--- src/rtl/fetch_unit_if.sv ---
// Fetch-side bus: imem address/data plus the decode valid/ready handshake.
// master = fetch_unit (drives imem_pc and out_*), slave = imem/decode side.
interface fetch_unit_if #(
  parameter int n = 16,
  parameter int r = 3
);
  logic [r-1:0] imem_pc;
  logic [n-1:0] imem_instr;
  logic         out_valid;
  logic         out_ready;
  logic [n-1:0] out_instr;
  logic [r-1:0] out_pc;

  modport master (
    output imem_pc,
    input  imem_instr,
    output out_valid,
    input  out_ready,
    output out_instr,
    output out_pc
  );

  modport slave (
    input  imem_pc,
    output imem_instr,
    input  out_valid,
    output out_ready,
    input  out_instr,
    input  out_pc
  );
endinterface

--- src/rtl/fetch_unit.sv ---
// Fetch stage: owns PC, reads imem, buffers {pc,instr} in a prefetch FIFO.
// Ports: clk, reset (sync high), fetch_en, redirect_valid/pc, count, bus.
module fetch_unit #(
  parameter int n        = 16,
  parameter int r        = 3,
  parameter int DEPTH    = 4,
  parameter int RESET_PC = 0
) (
  input  logic                       clk,
  input  logic                       reset,
  input  logic                       fetch_en,
  input  logic                       redirect_valid,
  input  logic [r-1:0]               redirect_pc,
  output logic [$clog2(DEPTH+1)-1:0] count,
  fetch_unit_if.master               bus
);
  localparam int AW = $clog2(DEPTH);
  localparam int CW = $clog2(DEPTH+1);
  localparam logic [CW-1:0] FULL = CW'(DEPTH);

  logic [r-1:0]  pc;
  logic [AW-1:0] rd_ptr;
  logic [AW-1:0] wr_ptr;
  logic [CW-1:0] cnt;
  logic [n-1:0]  buf_instr [DEPTH];
  logic [r-1:0]  buf_pc    [DEPTH];
  logic          valid;
  logic          pop;
  logic          push;

  assign valid = (cnt != '0);
  assign pop   = valid & bus.out_ready;
  // A full FIFO can still accept when its head leaves this cycle.
  assign push  = fetch_en & ~redirect_valid
               & ((cnt != FULL) | pop);

  always_ff @(posedge clk) begin
    if (reset) begin
      pc     <= r'(RESET_PC);
      rd_ptr <= '0;
      wr_ptr <= '0;
      cnt    <= '0;
    end else if (redirect_valid) begin
      pc     <= redirect_pc;
      rd_ptr <= '0;
      wr_ptr <= '0;
      cnt    <= '0;
    end else begin
      if (push) begin
        pc     <= pc + 1'b1;
        wr_ptr <= wr_ptr + 1'b1;
      end
      if (pop) begin
        rd_ptr <= rd_ptr + 1'b1;
      end
      unique case ({push, pop})
        2'b10:   cnt <= cnt + 1'b1;
        2'b01:   cnt <= cnt - 1'b1;
        default: cnt <= cnt;
      endcase
    end
  end

  always_ff @(posedge clk) begin
    if (push && !reset) begin
      buf_instr[wr_ptr] <= bus.imem_instr;
      buf_pc[wr_ptr]    <= pc;
    end
  end

  assign bus.imem_pc   = pc;
  assign bus.out_valid = valid;
  assign bus.out_instr = valid ? buf_instr[rd_ptr] : '0;
  assign bus.out_pc    = valid ? buf_pc[rd_ptr] : '0;
  assign count         = cnt;
endmodule

--- src/flat_wrapper.sv ---
// flat-port wrapper written by rule: the top's interface ports become plain ports
module fetch_unit_flat 
#(
  parameter int n        = 16,
  parameter int r        = 3,
  parameter int DEPTH    = 4,
  parameter int RESET_PC = 0
)
  (clk, reset, fetch_en, redirect_valid, redirect_pc, count, bus_imem_pc, bus_imem_instr, bus_out_valid, bus_out_ready, bus_out_instr, bus_out_pc);
  fetch_unit_if #(.n(n), .r(r)) bus_i ();
  input  logic clk;
  input  logic reset;
  input  logic fetch_en;
  input  logic redirect_valid;
  input  logic [r-1:0] redirect_pc;
  output logic [$clog2(DEPTH+1)-1:0] count;
  output wire logic [$bits(bus_i.imem_pc)-1:0] bus_imem_pc;
  input wire logic [$bits(bus_i.imem_instr)-1:0] bus_imem_instr;
  output wire logic [$bits(bus_i.out_valid)-1:0] bus_out_valid;
  input wire logic [$bits(bus_i.out_ready)-1:0] bus_out_ready;
  output wire logic [$bits(bus_i.out_instr)-1:0] bus_out_instr;
  output wire logic [$bits(bus_i.out_pc)-1:0] bus_out_pc;
  assign bus_imem_pc = bus_i.imem_pc;
  assign bus_i.imem_instr = bus_imem_instr;
  assign bus_out_valid = bus_i.out_valid;
  assign bus_i.out_ready = bus_out_ready;
  assign bus_out_instr = bus_i.out_instr;
  assign bus_out_pc = bus_i.out_pc;
  fetch_unit #(.n(n), .r(r), .DEPTH(DEPTH), .RESET_PC(RESET_PC)) u_core (.clk(clk), .reset(reset), .fetch_en(fetch_en), .redirect_valid(redirect_valid), .redirect_pc(redirect_pc), .count(count), .bus(bus_i));
endmodule
--- config.mk ---
export PLATFORM = sky130hd
export DESIGN_NAME = fetch_unit_flat
export DESIGN_NICKNAME = d
export VERILOG_FILES = /design/src/rtl/fetch_unit_if.sv /design/src/rtl/fetch_unit.sv /design/src/flat_wrapper.sv
export SDC_FILE = /design/constraint.sdc
export NUM_CORES = 1
export LEC_CHECK = 0
export ABC_AREA = 1
export CAP_MARGIN = 20
export CORE_ASPECT_RATIO = 1.1
export CORE_MARGIN = 2
export CORE_UTILIZATION = 58
export DETAILED_ROUTE_END_ITERATION = 8
export GPL_ROUTABILITY_DRIVEN = 0
export HOLD_SLACK_MARGIN = 0.12
export PLACE_DENSITY = 0.95
export SLEW_MARGIN = 40
export SYNTH_ARGS = -nofsm -noshare
export SYNTH_HDL_FRONTEND = slang
export SYNTH_SLANG_ARGS = --single-unit
export TNS_END_PERCENT = 100
--- constraint.sdc ---
create_clock -name clk -period 5.9 [get_ports clk]
set_clock_uncertainty 0.05 [all_clocks]
set_input_delay 1.18 -clock clk [delete_from_list [all_inputs] [get_ports clk]]
set_output_delay 1.18 -clock clk [all_outputs]
set_load 0.01 [all_outputs]
==> metrics.txt <==
# TYPE chip_impl_metric gauge
chip_impl_info{name="outcome",value="finished, final reports clean"} 1
chip_impl_metric{name="stdcell_count",unit=""} 454
chip_impl_metric{name="timing.final.setup_violations",unit=""} 0
chip_impl_metric{name="synth_enable_flop_cells",unit=""} 76
chip_impl_metric{name="layout.cell_area.non_filler",unit="µm²"} 4370
chip_impl_metric{name="cts.htree.levels",unit=""} 3
chip_impl_metric{name="wire_length_of_the_first_global_routing_pass",unit="mm"} 11.5
chip_impl_metric{name="hold_slack",unit="ps"} 471
chip_impl_metric{name="totalPowerFinal",unit="mW"} 1.23
chip_impl_metric{name="initial_standard_cell_utilization_of_the_core",unit="%"} 59.3
chip_impl_metric{name="via_count",unit=""} 2492
chip_impl_metric{name="tns",unit="ps"} 0
chip_impl_metric{name="worst-slew-pin-transition",unit="ps"} 766
chip_impl_metric{name="antenna_violations_before_repair",unit=""} 0
chip_impl_metric{name="dr_wl_met3",unit="µm"} 428
chip_impl_metric{name="final.period_utilization",unit="%"} 64.8
chip_impl_metric{name="route.met2.wl",unit="mm"} 3.87
chip_impl_metric{name="drt_antenna_net_count",unit=""} 0
chip_impl_metric{name="buffer_ports.inserted",unit=""} 49
chip_impl_info{name="ys_top_cells_by_area",value="edfxtp_1 (63%), nor2_1 (9.2%), dfxtp_1 (6.7%), a21oi_1 (3.9%), o21ai_0 (3.2%)"} 1
chip_impl_metric{name="diodes",unit=""} 0
chip_impl_metric{name="clk-insertion-delay-late",unit="ps"} 340
chip_impl_metric{name="cts_buf_count",unit=""} 9
chip_impl_metric{name="final_period_minus_worst_setup_slack",unit="ps"} 3820
chip_impl_metric{name="post-cts-setup-buffer-count",unit=""} 0
chip_impl_info{name="synth.most_common_cell",value="nor2_1"} 1
chip_impl_metric{name="layout-drive-gt1-share",unit="%"} 6.42
chip_impl_metric{name="drc",unit=""} 0
chip_impl_metric{name="post_synth.cell_area_avg",unit="µm²"} 11.3
chip_impl_metric{name="violation_count_after_the_first_detailed_route_iteration",unit=""} 237
chip_impl_metric{name="boundaryPins",unit=""} 50
chip_impl_metric{name="fmaxAchievable",unit="GHz"} 0.262
chip_impl_info{name="holdCritStartpoint",value="u_core.rd_ptr[0]$_SDFFE_PP0P_"} 1
chip_impl_info{name="critical-path-slowest-cell",value="dfxtp_1"} 1
chip_impl_metric{name="grt_max_degree",unit=""} 40
chip_impl_metric{name="leakage",unit="nW"} 1.53
chip_impl_metric{name="yosysWarnings",unit=""} 0
chip_impl_metric{name="vdd.ir_drop.worst",unit="mV"} 0.206
chip_impl_metric{name="dieHeight",unit="µm"} 86.7
chip_impl_metric{name="min_setup_slack_post_route",unit="ps"} 2080
chip_impl_metric{name="synth_largest_type_area_fraction",unit="%"} 63.3
chip_impl_metric{name="die_area",unit="µm²"} 6860
chip_impl_info{name="grt_setup_unrepaired",value="no"} 1
chip_impl_metric{name="die_width",unit="µm"} 79.2
chip_impl_metric{name="fp.coreArea",unit="µm²"} 6080
chip_impl_metric{name="drtPass1Iterations",unit=""} 4
chip_impl_metric{name="place_area",unit="µm²"} 4150
chip_impl_info{name="highest_layer",value="met4"} 1
chip_impl_metric{name="first_global_vias",unit=""} 2460
chip_impl_metric{name="cts-root-to-sink-buffers",unit=""} 2
chip_impl_metric{name="power_density",unit="nW/µm²"} 281
chip_impl_info{name="synthFlopType",value="edfxtp_1"} 1
chip_impl_metric{name="overflow_left_after_global_routing",unit=""} 0
chip_impl_metric{name="post_synth_num_cell_types",unit=""} 21
chip_impl_info{name="timing.hold.worst.class",value="reg -> reg"} 1
chip_impl_metric{name="cts_hold_repair.buffers",unit=""} 0
chip_impl_metric{name="clk_pin_slew",unit="ps"} 80
chip_impl_metric{name="worst-endpoint-required",unit="ps"} 4670
chip_impl_metric{name="met1_length",unit="mm"} 2.90
chip_impl_metric{name="final_core_util",unit="%"} 71.9
chip_impl_metric{name="clock_sink_count",unit=""} 88
chip_impl_info{name="root_buffer",value="clkbuf_8"} 1
chip_impl_metric{name="worst-endpoint-arrival",unit="ps"} 2590
chip_impl_metric{name="max_slew_margin_vs_limit",unit="%"} 48.9
chip_impl_info{name="critical_path.startpoint_type",value="flop"} 1
chip_impl_metric{name="timing_max_transition_violations_final",unit=""} 0
chip_impl_metric{name="cap_viol_max_count",unit=""} 0
chip_impl_metric{name="synth_async_sr_flop_share",unit="%"} 0
chip_impl_metric{name="post_synthesis_to_final_layout_area_growth",unit="%"} 21.3
chip_impl_info{name="timing.critical_path.max_delay_family",value="buffers and inverters"} 1
chip_impl_info{name="ys_top_cells_by_count",value="nor2_1 (88), edfxtp_1 (76), a21oi_1 (28)"} 1
chip_impl_info{name="critPathCaptureType",value="primary output"} 1
chip_impl_info{name="timing.rr.start",value="u_core.count[1]$_SDFFE_PP0P_"} 1
chip_impl_metric{name="post_synthesis_cell_area",unit="µm²"} 3600
chip_impl_metric{name="yosys_register_bits",unit=""} 88
chip_impl_info{name="timing_worst_setup_path_type",value="reg -> out"} 1
chip_impl_metric{name="total_global_routing_track_utilization",unit="%"} 22.3
chip_impl_metric{name="syn-instance-count",unit=""} 320
chip_impl_metric{name="dp_hpwl",unit="mm"} 4.59
chip_impl_metric{name="dpl.cell_count",unit=""} 438
chip_impl_metric{name="path_buf_inv",unit=""} 2
chip_impl_metric{name="final_nets",unit=""} 400
chip_impl_metric{name="post_drt_wl_per_cell",unit="µm"} 16.1
chip_impl_metric{name="post_cts.resized_instances",unit=""} 0
chip_impl_metric{name="finalHoldViolCount",unit=""} 0
chip_impl_metric{name="seq_area_frac_synth",unit="%"} 70.0
chip_impl_metric{name="placement_rows",unit=""} 30
chip_impl_metric{name="finalWirelength",unit="mm"} 7.29
chip_impl_metric{name="synth_fp_nets",unit=""} 351
chip_impl_info{name="synthDominantAreaCellType",value="edfxtp_1"} 1
chip_impl_metric{name="routed_via_density",unit=""} 5.49
chip_impl_info{name="path_cells",value="inv_2 > nor2_1 > o21ai_1 > a21oi_1 > clkdlybuf4s50_1"} 1
chip_impl_metric{name="cp_slowest_stage_delay",unit="ps"} 830
chip_impl_metric{name="maximum_fanout_encountered_on_the_critical_timing_path",unit=""} 20
chip_impl_metric{name="place_ws",unit="ps"} 2490
chip_impl_info{name="cts_tree",value="done"} 1
where the power goes:
group | switching [mW] | internal [mW] | total (mW) | leakage, nW
Clock | 0.196 | 0.242 | 0.438 | 0.113
Combinational | 0.0523 | 0.0453 | 0.0976 | 0.638
Sequential | 0.00643 | 0.684 | 0.691 | 0.783
registers in the layout, indices dropped and copies added, names as in the netlist, named ones only:
name                flops
u_core.buf_instr       64
u_core.buf_pc          12
u_core.bus.imem_pc      3
u_core.count            3
u_core.rd_ptr           2
u_core.wr_ptr           2
area by class of cell:
class | count | area, µm²
timing repair buffer | 50 | 498
tap | 80 | 100
inverter | 23 | 86.3
clock inverter | 2 | 35.0
fill | 441 | 1710
multi-input combinational | 197 | 946
clock buffer | 14 | 183
sequential | 88 | 2520
routing by layer:
layer | GRT usage (%) | up-vias
met5 | 0 | -
met4 | 8.62 | 0
met1 | 27.0 | 1198
met3 | 6.67 | 10
li1 | - | 1187
met2 | 37.8 | 97
cells in the final DEF (no fill, tap or decap):
cell / netlist / layout
clkbuf_1: 1 / 1
ha_1: 6 / 6
nor2_1: 88 / 84
or2_1: 1 / 1
nand4_1: 1 / 1
clkbuf_8: 0 / 13
o21ai_0: 23 / 23
o21ai_1: 20 / 20
edfxtp_1: 76 / 76
inv_1: 20 / 20
nand3_1: 5 / 5
nand2_1: 22 / 22
buf_4: 1 / 1
clkinv_2: 0 / 1
dfxtp_1: 12 / 12
a21oi_1: 28 / 28
nand2_2: 1 / 1
xor2_1: 1 / 1
clkdlybuf4s50_1: 0 / 49
bufinv_16: 0 / 1
inv_2: 3 / 3
nor2_4: 0 / 4
fa_1: 1 / 1
cells by family (layout without fill, tap and decap cells):
logic type / count (synthesis) / count (layout) / share of synthesized area, %
AO/OA/AOI/OAI: 71 / 71 / 9.86
flip-flops: 88 / 88 / 70.0
adder cells (fa/ha/maj): 7 / 7 / 2.64
buffers and inverters: 35 / 89 / 4.58
AND/OR/NAND/NOR: 118 / 118 / 12.7
XOR/XNOR: 1 / 1 / 0.243
tightest hold or removal path, delay by kind of cell (launching register included):
| kind | cells | cell delay, ps |
|---|---|---|
| DFF | 1 | 330 |
| AOI/OAI and AO/OA | 1 | 60 |
| and+or+nand+nor | 1 | 80 |
path summary, 6_finish.rpt:
| check | end | slack (ps) | depth (start not counted) |
|---|---|---|---|
| worst max-delay path | bus_out_instr[0] | 2080 | 5 |
| worst min-delay path | flop | 470 | 2 |
| worst max register to register | u_core.count[2]$_SDFFE_PP0P_ | 3780 | 12 |
| worst min register to register | flop | 470 | 2 |
Note: power is estimated with default switching activity, not from simulation.
